$ cat src/rtl/reg_op_pkg.sv
// rtl/reg_op_pkg.sv - shared types and defaults for the register-op sequencer
// Contents: op_t (3-bit ALU op codes), state_t (sequencer states),
//           DATA_W_DEF / ADDR_W_DEF default widths.
package reg_op_pkg;

    localparam int DATA_W_DEF = 8;
    localparam int ADDR_W_DEF = 3;

    typedef enum logic [2:0] {
        OP_ADD   = 3'd0,
        OP_SUB   = 3'd1,
        OP_AND   = 3'd2,
        OP_OR    = 3'd3,
        OP_XOR   = 3'd4,
        OP_NOT   = 3'd5,
        OP_PASSB = 3'd6,
        OP_SHL1  = 3'd7
    } op_t;

    typedef enum logic [2:0] {
        IDLE  = 3'd0,
        READ  = 3'd1,
        EXEC  = 3'd2,
        WRITE = 3'd3,
        DONE  = 3'd4
    } state_t;

endpackage

$ cat src/rtl/reg_op_sequencer_if.sv
// rtl/reg_op_sequencer_if.sv - command and register-file bus of the sequencer
// Command side : start, op, src_a, src_b, dst (to sequencer);
//                busy, done, result, ovf (from sequencer)
// Regfile side : rd1, rd2 (to sequencer); ra1, ra2, wa3, wd3, we3 (from sequencer)
// modport slave  : the sequencer
// modport master : the requester / register file environment
interface reg_op_sequencer_if
    import reg_op_pkg::*;
#(
    parameter int DATA_W = DATA_W_DEF,
    parameter int ADDR_W = ADDR_W_DEF
) ();

    logic              start;
    op_t               op;
    logic [ADDR_W-1:0] src_a;
    logic [ADDR_W-1:0] src_b;
    logic [ADDR_W-1:0] dst;
    logic [DATA_W-1:0] rd1;
    logic [DATA_W-1:0] rd2;
    logic [ADDR_W-1:0] ra1;
    logic [ADDR_W-1:0] ra2;
    logic [ADDR_W-1:0] wa3;
    logic [DATA_W-1:0] wd3;
    logic              we3;
    logic              busy;
    logic              done;
    logic [DATA_W-1:0] result;
    logic              ovf;

    modport slave (
        input  start, op, src_a, src_b, dst, rd1, rd2,
        output ra1, ra2, wa3, wd3, we3, busy, done, result, ovf
    );

    modport master (
        output start, op, src_a, src_b, dst, rd1, rd2,
        input  ra1, ra2, wa3, wd3, we3, busy, done, result, ovf
    );

endinterface

$ cat src/rtl/exec_alu.sv
// rtl/exec_alu.sv - combinational two-operand ALU used in the EXEC step
// Ports: a, b (operands), op (op_t) -> y (result, modulo 2**DATA_W),
//        ovf (signed overflow for ADD/SUB, 0 otherwise)
module exec_alu
    import reg_op_pkg::*;
#(
    parameter int DATA_W = DATA_W_DEF
) (
    input  logic [DATA_W-1:0] a,
    input  logic [DATA_W-1:0] b,
    input  op_t               op,
    output logic [DATA_W-1:0] y,
    output logic              ovf
);

    localparam int MSB = DATA_W - 1;

    always_comb begin
        y   = '0;
        ovf = 1'b0;
        case (op)
            OP_ADD: begin
                y   = a + b;
                // same-sign operands producing a different-sign sum
                ovf = (a[MSB] == b[MSB]) && (y[MSB] != a[MSB]);
            end
            OP_SUB: begin
                y   = a - b;
                // opposite-sign operands where the sign of A is lost
                ovf = (a[MSB] != b[MSB]) && (y[MSB] != a[MSB]);
            end
            OP_AND:   y = a & b;
            OP_OR:    y = a | b;
            OP_XOR:   y = a ^ b;
            OP_NOT:   y = ~a;
            OP_PASSB: y = b;
            OP_SHL1:  y = {a[MSB-1:0], 1'b0};
            default: begin
                y   = '0;
                ovf = 1'b0;
            end
        endcase
    end

endmodule

$ cat src/rtl/reg_op_sequencer.sv
// rtl/reg_op_sequencer.sv - read/execute/write-back sequencer beside an 8x8 register file
// Ports: clk, rst (synchronous, active high),
//        bus (reg_op_sequencer_if.slave): command in, status/result out,
//        register-file read ports (ra1/rd1, ra2/rd2) and write port (wa3/wd3/we3).
// Flow: IDLE -start-> READ -> EXEC -> WRITE -> DONE -> IDLE, all outputs registered.
module reg_op_sequencer
    import reg_op_pkg::*;
#(
    parameter int DATA_W = DATA_W_DEF,
    parameter int ADDR_W = ADDR_W_DEF
) (
    input  logic              clk,
    input  logic              rst,
    reg_op_sequencer_if.slave bus
);

    state_t            state_q,  state_d;
    op_t               op_q,     op_d;
    logic [ADDR_W-1:0] dst_q,    dst_d;
    logic [DATA_W-1:0] opa_q,    opa_d;
    logic [DATA_W-1:0] opb_q,    opb_d;
    logic [DATA_W-1:0] res_q,    res_d;
    logic              ovf_n_q,  ovf_n_d;
    logic [ADDR_W-1:0] ra1_q,    ra1_d;
    logic [ADDR_W-1:0] ra2_q,    ra2_d;
    logic [ADDR_W-1:0] wa3_q,    wa3_d;
    logic [DATA_W-1:0] wd3_q,    wd3_d;
    logic              we3_q,    we3_d;
    logic              busy_q,   busy_d;
    logic              done_q,   done_d;
    logic [DATA_W-1:0] result_q, result_d;
    logic              ovf_q,    ovf_d;

    logic [DATA_W-1:0] alu_y;
    logic              alu_ovf;

    exec_alu #(.DATA_W(DATA_W)) u_alu (
        .a   (opa_q),
        .b   (opb_q),
        .op  (op_q),
        .y   (alu_y),
        .ovf (alu_ovf)
    );

    always_comb begin
        state_d  = state_q;
        op_d     = op_q;
        dst_d    = dst_q;
        opa_d    = opa_q;
        opb_d    = opb_q;
        res_d    = res_q;
        ovf_n_d  = ovf_n_q;
        ra1_d    = ra1_q;
        ra2_d    = ra2_q;
        wa3_d    = wa3_q;
        wd3_d    = wd3_q;
        we3_d    = 1'b0;
        busy_d   = busy_q;
        done_d   = 1'b0;
        result_d = result_q;
        ovf_d    = ovf_q;

        case (state_q)
            IDLE: begin
                if (bus.start) begin
                    // read addresses are loaded here so they are valid
                    // for the whole READ cycle; ra1/ra2 double as the
                    // latched source addresses
                    op_d    = bus.op;
                    dst_d   = bus.dst;
                    ra1_d   = bus.src_a;
                    ra2_d   = bus.src_b;
                    busy_d  = 1'b1;
                    state_d = READ;
                end
            end
            READ: begin
                opa_d   = bus.rd1;
                opb_d   = bus.rd2;
                state_d = EXEC;
            end
            EXEC: begin
                // write port is set up one edge early so it is
                // presented during the WRITE cycle
                res_d   = alu_y;
                ovf_n_d = alu_ovf;
                wa3_d   = dst_q;
                wd3_d   = alu_y;
                we3_d   = 1'b1;
                state_d = WRITE;
            end
            WRITE: begin
                result_d = res_q;
                ovf_d    = ovf_n_q;
                done_d   = 1'b1;
                state_d  = DONE;
            end
            DONE: begin
                busy_d  = 1'b0;
                state_d = IDLE;
            end
            default: begin
                busy_d  = 1'b0;
                state_d = IDLE;
            end
        endcase
    end

    always_ff @(posedge clk) begin
        if (rst) begin
            state_q  <= IDLE;
            op_q     <= OP_ADD;
            dst_q    <= '0;
            opa_q    <= '0;
            opb_q    <= '0;
            res_q    <= '0;
            ovf_n_q  <= 1'b0;
            ra1_q    <= '0;
            ra2_q    <= '0;
            wa3_q    <= '0;
            wd3_q    <= '0;
            we3_q    <= 1'b0;
            busy_q   <= 1'b0;
            done_q   <= 1'b0;
            result_q <= '0;
            ovf_q    <= 1'b0;
        end else begin
            state_q  <= state_d;
            op_q     <= op_d;
            dst_q    <= dst_d;
            opa_q    <= opa_d;
            opb_q    <= opb_d;
            res_q    <= res_d;
            ovf_n_q  <= ovf_n_d;
            ra1_q    <= ra1_d;
            ra2_q    <= ra2_d;
            wa3_q    <= wa3_d;
            wd3_q    <= wd3_d;
            we3_q    <= we3_d;
            busy_q   <= busy_d;
            done_q   <= done_d;
            result_q <= result_d;
            ovf_q    <= ovf_d;
        end
    end

    assign bus.ra1    = ra1_q;
    assign bus.ra2    = ra2_q;
    assign bus.wa3    = wa3_q;
    assign bus.wd3    = wd3_q;
    assign bus.we3    = we3_q;
    assign bus.busy   = busy_q;
    assign bus.done   = done_q;
    assign bus.result = result_q;
    assign bus.ovf    = ovf_q;

endmodule
$ cat src/flat_wrapper.sv
// flat-port wrapper written by rule: the top's interface ports become plain ports
module reg_op_sequencer_flat import reg_op_pkg::*;
#(
    parameter int DATA_W = DATA_W_DEF,
    parameter int ADDR_W = ADDR_W_DEF
)
  (clk, rst, bus_start, bus_op, bus_src_a, bus_src_b, bus_dst, bus_rd1, bus_rd2, bus_ra1, bus_ra2, bus_wa3, bus_wd3, bus_we3, bus_busy, bus_done, bus_result, bus_ovf);
  reg_op_sequencer_if #(.DATA_W(DATA_W), .ADDR_W(ADDR_W)) bus_i ();
  input  logic clk;
  input  logic rst;
  input wire logic [$bits(bus_i.start)-1:0] bus_start;
  input wire logic [$bits(bus_i.op)-1:0] bus_op;
  input wire logic [$bits(bus_i.src_a)-1:0] bus_src_a;
  input wire logic [$bits(bus_i.src_b)-1:0] bus_src_b;
  input wire logic [$bits(bus_i.dst)-1:0] bus_dst;
  input wire logic [$bits(bus_i.rd1)-1:0] bus_rd1;
  input wire logic [$bits(bus_i.rd2)-1:0] bus_rd2;
  output wire logic [$bits(bus_i.ra1)-1:0] bus_ra1;
  output wire logic [$bits(bus_i.ra2)-1:0] bus_ra2;
  output wire logic [$bits(bus_i.wa3)-1:0] bus_wa3;
  output wire logic [$bits(bus_i.wd3)-1:0] bus_wd3;
  output wire logic [$bits(bus_i.we3)-1:0] bus_we3;
  output wire logic [$bits(bus_i.busy)-1:0] bus_busy;
  output wire logic [$bits(bus_i.done)-1:0] bus_done;
  output wire logic [$bits(bus_i.result)-1:0] bus_result;
  output wire logic [$bits(bus_i.ovf)-1:0] bus_ovf;
  assign bus_i.start = bus_start;
  assign bus_i.op = bus_op;
  assign bus_i.src_a = bus_src_a;
  assign bus_i.src_b = bus_src_b;
  assign bus_i.dst = bus_dst;
  assign bus_i.rd1 = bus_rd1;
  assign bus_i.rd2 = bus_rd2;
  assign bus_ra1 = bus_i.ra1;
  assign bus_ra2 = bus_i.ra2;
  assign bus_wa3 = bus_i.wa3;
  assign bus_wd3 = bus_i.wd3;
  assign bus_we3 = bus_i.we3;
  assign bus_busy = bus_i.busy;
  assign bus_done = bus_i.done;
  assign bus_result = bus_i.result;
  assign bus_ovf = bus_i.ovf;
  reg_op_sequencer #(.DATA_W(DATA_W), .ADDR_W(ADDR_W)) u_core (.clk(clk), .rst(rst), .bus(bus_i));
endmodule
$ cat config.mk
export PLATFORM = sky130hd
export DESIGN_NAME = reg_op_sequencer_flat
export DESIGN_NICKNAME = d
export VERILOG_FILES = /design/src/rtl/reg_op_pkg.sv /design/src/rtl/reg_op_sequencer_if.sv /design/src/rtl/exec_alu.sv /design/src/rtl/reg_op_sequencer.sv /design/src/flat_wrapper.sv
export SDC_FILE = /design/constraint.sdc
export NUM_CORES = 1
export LEC_CHECK = 0
export ABC_AREA = 0
export BUFFER_PORTS_ARGS = -buffer_cell sky130_fd_sc_hd__buf_4
export CORE_MARGIN = 2
export CORE_UTILIZATION = 56
export DETAILED_ROUTE_END_ITERATION = 8
export PLACE_DENSITY_LB_ADDON = 0.3
export RECOVER_POWER = 100
export SLEW_MARGIN = 40
export SYNTH_ARGS = -nofsm -noshare
export SYNTH_HDL_FRONTEND = slang
export SYNTH_SLANG_ARGS = --single-unit
$ cat constraint.sdc
create_clock -name clk -period 2.6 [get_ports clk]
set_input_delay 0.65 -clock clk [delete_from_list [all_inputs] [get_ports clk]]
set_output_delay 0.65 -clock clk [all_outputs]
set_load 0.05 [all_outputs]
==> reports/metrics.yaml, run 1 <==
crit_type: "reg -> reg"
synth-edff-count: 0
synthArstFlopShare_pct: 0
peakVddDrop_mv: 0.452
crit_arrival_ns: 2.69
cts_buffers: 5
fmax_mhz: 407
maxCapViolCount: 0
synth_top_area_share_pct: 34.0
critPathCaptureType: "flip-flop"
start_util_pct: 58.5
clock_latency_ns: 0.32
top_level_ports: 60
synthCells: 400
synth_most_common_cell: "nand2_1"
grt_overflow: 0
setup_tns_ns: 0
seq_area_frac_synth_pct: 34.0
portBuffers: 59
avgRoutedWirePerCell_um: 14.7
cts_hold_buf: 0
cts_tree: "yes"
gp_congestion: 0.913
finalHoldViolCount: 0
nNetsFinal: 500
startpoint_type: "flip-flop"
synth_cell_type_count: 57
drt_iter0_drc: 234
synthToLayoutAreaGrowth_pct: 12.7
drc: 0
fp-row-count: 27
status: "complete, no violations"
die_area_mm2: 0.00641
synth_common_cells: "76 x nand2_1, 55 x dfxtp_1, 43 x a21oi_1"
tightest_slew_ns: 0.729
cts_max_level: 2
yosys_most_used_dff: "dfxtp_1"
yosys_warnings: 0
firstDrtPassIters: 5
p_leak_nw: 1.46
vias_per_cell: 5.61
clk_pin_slew_ns: 0.11
finalSetupViolCount: 0
root_buffer: "clkbuf_8"
grt_pass1_wl_mm: 12.2
worstPathRequired_ns: 2.83
antenna_found_initial: 0
cts_num_sinks: 55
drive_gt1_share_pct: 13.0
die_w_um: 80.1
grt_max_degree: 56
slew_violations: 0
syn_area_per_cell_um2: 8.10
fin_util_pct: 65.9
ys_seq_elements: 55
dp_hpwl_mm: 5.56
power-per-cell-area_mw_per_mm2: 562
slew-limit-headroom_pct: 51.2
die_h_um: 80.1
min_period_over_period_pct: 94.5
yosysTopAreaCell: "dfxtp_1"
core_area_mm2: 0.00554
hold_path.class: "reg -> reg"
ant_nets: 0
vias: 2899
routed_wl_mm: 7.58
finalClockSkew_ns: 0.0127
critPathMaxFanout: 6
fin_crit_ns: 2.46
synthTopCellsByArea: "dfxtp_1 34%, ha_1 8.9%, nand2_1 8.8%"
synth_area_mm2: 0.00324
grt_pass1_vias: 2634
clock_path_buffers: 2
grt_usage_pct: 24.2
n_antenna_cell: 0
synth_fp_nets: 456
rsz0062_at_grt: "false"
logic make-up (layout without fill, tap and decap cells):
kind of cell | Yosys count | after routing | share of synthesized area (%)
and+or+nand+nor | 145 | 145 | 19.7
AOI/OAI and AO/OA | 95 | 95 | 19.2
DFF | 55 | 55 | 34.0
buffers and inverters | 54 | 99 | 7.99
adders and majority gates | 25 | 25 | 10.1
muxes | 19 | 19 | 7.18
xor gates and xnor gates | 7 | 7 | 1.89
critical path, cell delays in order (launching register included):
cell and delay [ns]:
dfxtp_1 0.44, inv_1 0.13, ha_1 0.34, a211oi_2 0.28, o21ai_2 0.12, a221o_2 0.37, xnor2_1 0.13, or3_1 0.33
a311oi_2 0.23
metrics by stage:
stage | instances | cell area [um2] | hold WS (ns) | worst slack (ns) | power [mW]
4_1_cts | 517 | 3760 | 0.461 | 0.0781 | 2.09
2_1_floorplan | 400 | 3240 | 0.432 | 0.310 | 1.43
3_5_place_dp | 509 | 3670 | 0.447 | 0.110 | 1.59
5_1_grt | 517 | 3650 | 0.480 | 0.00746 | 2.15
6_report | 517 | 3650 | 0.459 | 0.143 | 2.05
3_3_place_gp | 509 | 3670 | 0.441 | 0.236 | 1.57
layer usage:
layer / global-route usage, % / share of wire [%] / vias to the layer above
li1: - / - / 1457
met1: 33.2 / 46 / 1337
met2: 39.4 / 47 / 95
met3: 4.72 / 5.2 / 10
met4: 5.42 / 1.3 / 0
met5: 0 / 0 / -
cells in the final DEF, fill, tap and decap left out, drive strengths merged, types with 9 or more instances in the layout:
master	synthesis	final
dfxtp	55	55
nor2	34	34
buf	16	35
nand2	76	76
inv	26	27
ha	23	23
o21ai	9	9
nor3	9	9
mux2i	15	15
a21oi	44	44
clkbuf	12	35
state kept, by name, summed over array words and instances, names as in the netlist:
name / count
u_core.op_q: 3
u_core.ovf_n_q: 1
u_core.res_q: 8
u_core.opa_q: 8
u_core.bus.result: 8
u_core.bus.busy: 1
u_core.bus.done: 1
u_core.dst_q: 3
u_core.state_q: 3
u_core.bus.wa3: 3
u_core.opb_q: 8
u_core.bus.ovf: 1
u_core.bus.ra1: 3
u_core.bus.we3: 1
u_core.bus.ra2: 3
what timing repair did:
action	4_1_cts	5_1_grt
setup buffers	0	0
setup endpoints to repair	0	1
gates resized for setup	0	1
where the power goes:
part	internal, mW	switching, mW
combinational	0.224	0.367
sequential	0.898	0.0673
clock	0.195	0.302
area by class of cell:
type	count	area, um2
Fill cell	522	1890
Multi-Input combinational cell	291	1880
Clock buffer	5	68.8
Timing Repair Buffer	65	388
Inverter	26	97.6
Tap cell	72	90.1
Sequential cell	55	1100
Clock inverter	3	23.8
worst paths after layout:
kind                            cells past startpoint                 to             from  slack [ns]
worst max-delay path                                8     u_core.ovf_n_q  u_core.opa_q[1]        0.14
worst min-delay path                                2  u_core.bus.wa3[0]  u_core.dst_q[0]        0.46
worst max register to register                      8     u_core.ovf_n_q  u_core.opa_q[1]        0.14
worst min register to register                      2  u_core.bus.wa3[0]  u_core.dst_q[0]        0.46
Power figures use the tool's default switching activity.
==> run 2: changes to the inputs <==
- CORE_UTILIZATION: 56 -> 50
- PLACE_DENSITY: unset -> 0.71
- PLACE_DENSITY_LB_ADDON: 0.3 -> unset
==> reports/metrics.yaml, run 2 (synthesis results as in run 1) <==
status: "complete, no violations"
core_area_mm2: 0.00631
avgRoutedWirePerCell_um: 14.5
p_leak_nw: 1.48
finalClockSkew_ns: 0.00543
slew_violations: 0
die_area_mm2: 0.00714
routed_wl_mm: 7.65
critPathMaxFanout: 5
grt_usage_pct: 21.7
root_buffer: "clkbuf_8"
dp_hpwl_mm: 5.70
grt_pass1_wl_mm: 12.8
firstDrtPassIters: 5
cts_max_level: 2
cts_resized: 0
fin_area_mm2: 0.00368
cts_hold_buf: 0
layout_commonest_cell: "nand2_1"
portBuffers: 59
antenna_found_initial: 0
critPathCaptureType: "flip-flop"
design_power_total_mw: 2.08
cts_num_sinks: 55
fp-row-count: 29
cp_slowest_cell: "dfxtp_1"
min_period_over_period_pct: 93.6
power-per-cell-area_mw_per_mm2: 564
cts_tree: "yes"
tightest_slew_ns: 0.696
cts_buffers: 5
post-cts-setup-buffers: 0
grt_max_degree: 56
ant_nets: 0
n_antenna_cell: 0
gp_congestion: 0.875
vias_per_cell: 5.52
rsz0062_at_grt: "false"
drc: 0
peakVddDrop_mv: 0.333
vias: 2906
clock_latency_ns: 0.32
clock_path_buffers: 2
drive_gt1_share_pct: 13.4
fmax_mhz: 411
maxCapViolCount: 0
worstPathCellList: "inv_1 -> ha_1 -> a211oi_2 -> o21ai_2 -> a221o_2 -> xnor2_1 -> or3_1 -> a311oi_2"
startpoint_type: "flip-flop"
grt_overflow: 0
drt_iter0_drc: 231
top_level_ports: 60
layout_common_cells: "76 x nand2_1, 55 x dfxtp_1, 43 x a21oi_1, 40 x buf_4, 34 x nor2_1"
crit_arrival_ns: 2.68
critPathMaxStageDelay_ns: 0.43
slew-limit-headroom_pct: 53.6
hold_path.class: "reg -> reg"
synthToLayoutAreaGrowth_pct: 13.6
crit_type: "reg -> reg"
fin_crit_ns: 2.43
clk_pin_slew_ns: 0.11
grt_pass1_vias: 2704
dpl_cell_area_mm2: 0.00369
finalSetupViolCount: 0
die_h_um: 84.5
worstPathRequired_ns: 2.84
nNetsFinal: 504
start_util_pct: 51.3
finalHoldViolCount: 0
setup_tns_ns: 0
die_w_um: 84.5
==> run 2: changes by cell type in the layout (fill, tap and decap cells not counted) <==
cell,previous run,this run
buf_12,1,0
buf_4,34,40
clkbuf_1,30,29
clkinv_2,1,0
clkinv_4,0,1
dfxtp_1,53,55
dfxtp_2,2,0
or2_0,0,1
or2_2,1,0
==> run 2: path summary, 6_finish.rpt <==
kind                      from           endpoint  slack [ns]  depth (start not counted)
max            u_core.opb_q[1]     u_core.ovf_n_q        0.17                          8
min          u_core.bus.wa3[0]  u_core.bus.wa3[0]        0.46                          2
max reg2reg    u_core.opb_q[1]     u_core.ovf_n_q        0.17                          8
min reg2reg  u_core.bus.wa3[0]  u_core.bus.wa3[0]        0.46                          2
==> run 2: area by class of cell <==
type	count	area, um2
Sequential cell	55	1100
Fill cell	635	2630
Tap cell	77	96.3
Multi-Input combinational cell	291	1880
Inverter	26	97.6
Timing Repair Buffer	69	409
Clock buffer	5	68.8
Clock inverter	3	27.5
==> run 2: power by group <==
group          internal, mW  switching, mW  total, mW
sequential            0.898         0.0622      0.960
combinational         0.229          0.373      0.602
clock                 0.199          0.316      0.515
total                  1.33          0.751       2.08
==> run 2: per-stage QoR <==
step	cells	util (%)	hold slack (ns)	worst slack (ns)
2_1_floorplan	400	-	0.432	0.310
3_5_place_dp	518	58.5	0.451	0.173
6_report	526	58.3	0.464	0.166
3_3_place_gp	518	58.5	0.441	0.226
4_1_cts	526	60.0	0.467	0.159
5_1_grt	526	58.3	0.488	0.0135
==> run 2: routing by layer <==
layer	part of all wire (%)	global-route usage (%)
met2	46	35.4
met5	0	0
met3	6.4	4.23
met4	2.1	6.78
met1	45	29.2
==> run 2: worst max-delay path: cells and delay by family (launching register included) <==
kind,cells,cell delay [ns]
flip-flops,1,0.43
AND/OR/NAND/NOR,1,0.32
XOR/XNOR,1,0.12
adder cells (fa/ha/maj),1,0.37
AO/OA/AOI/OAI,4,0.99
buffers and inverters,1,0.13
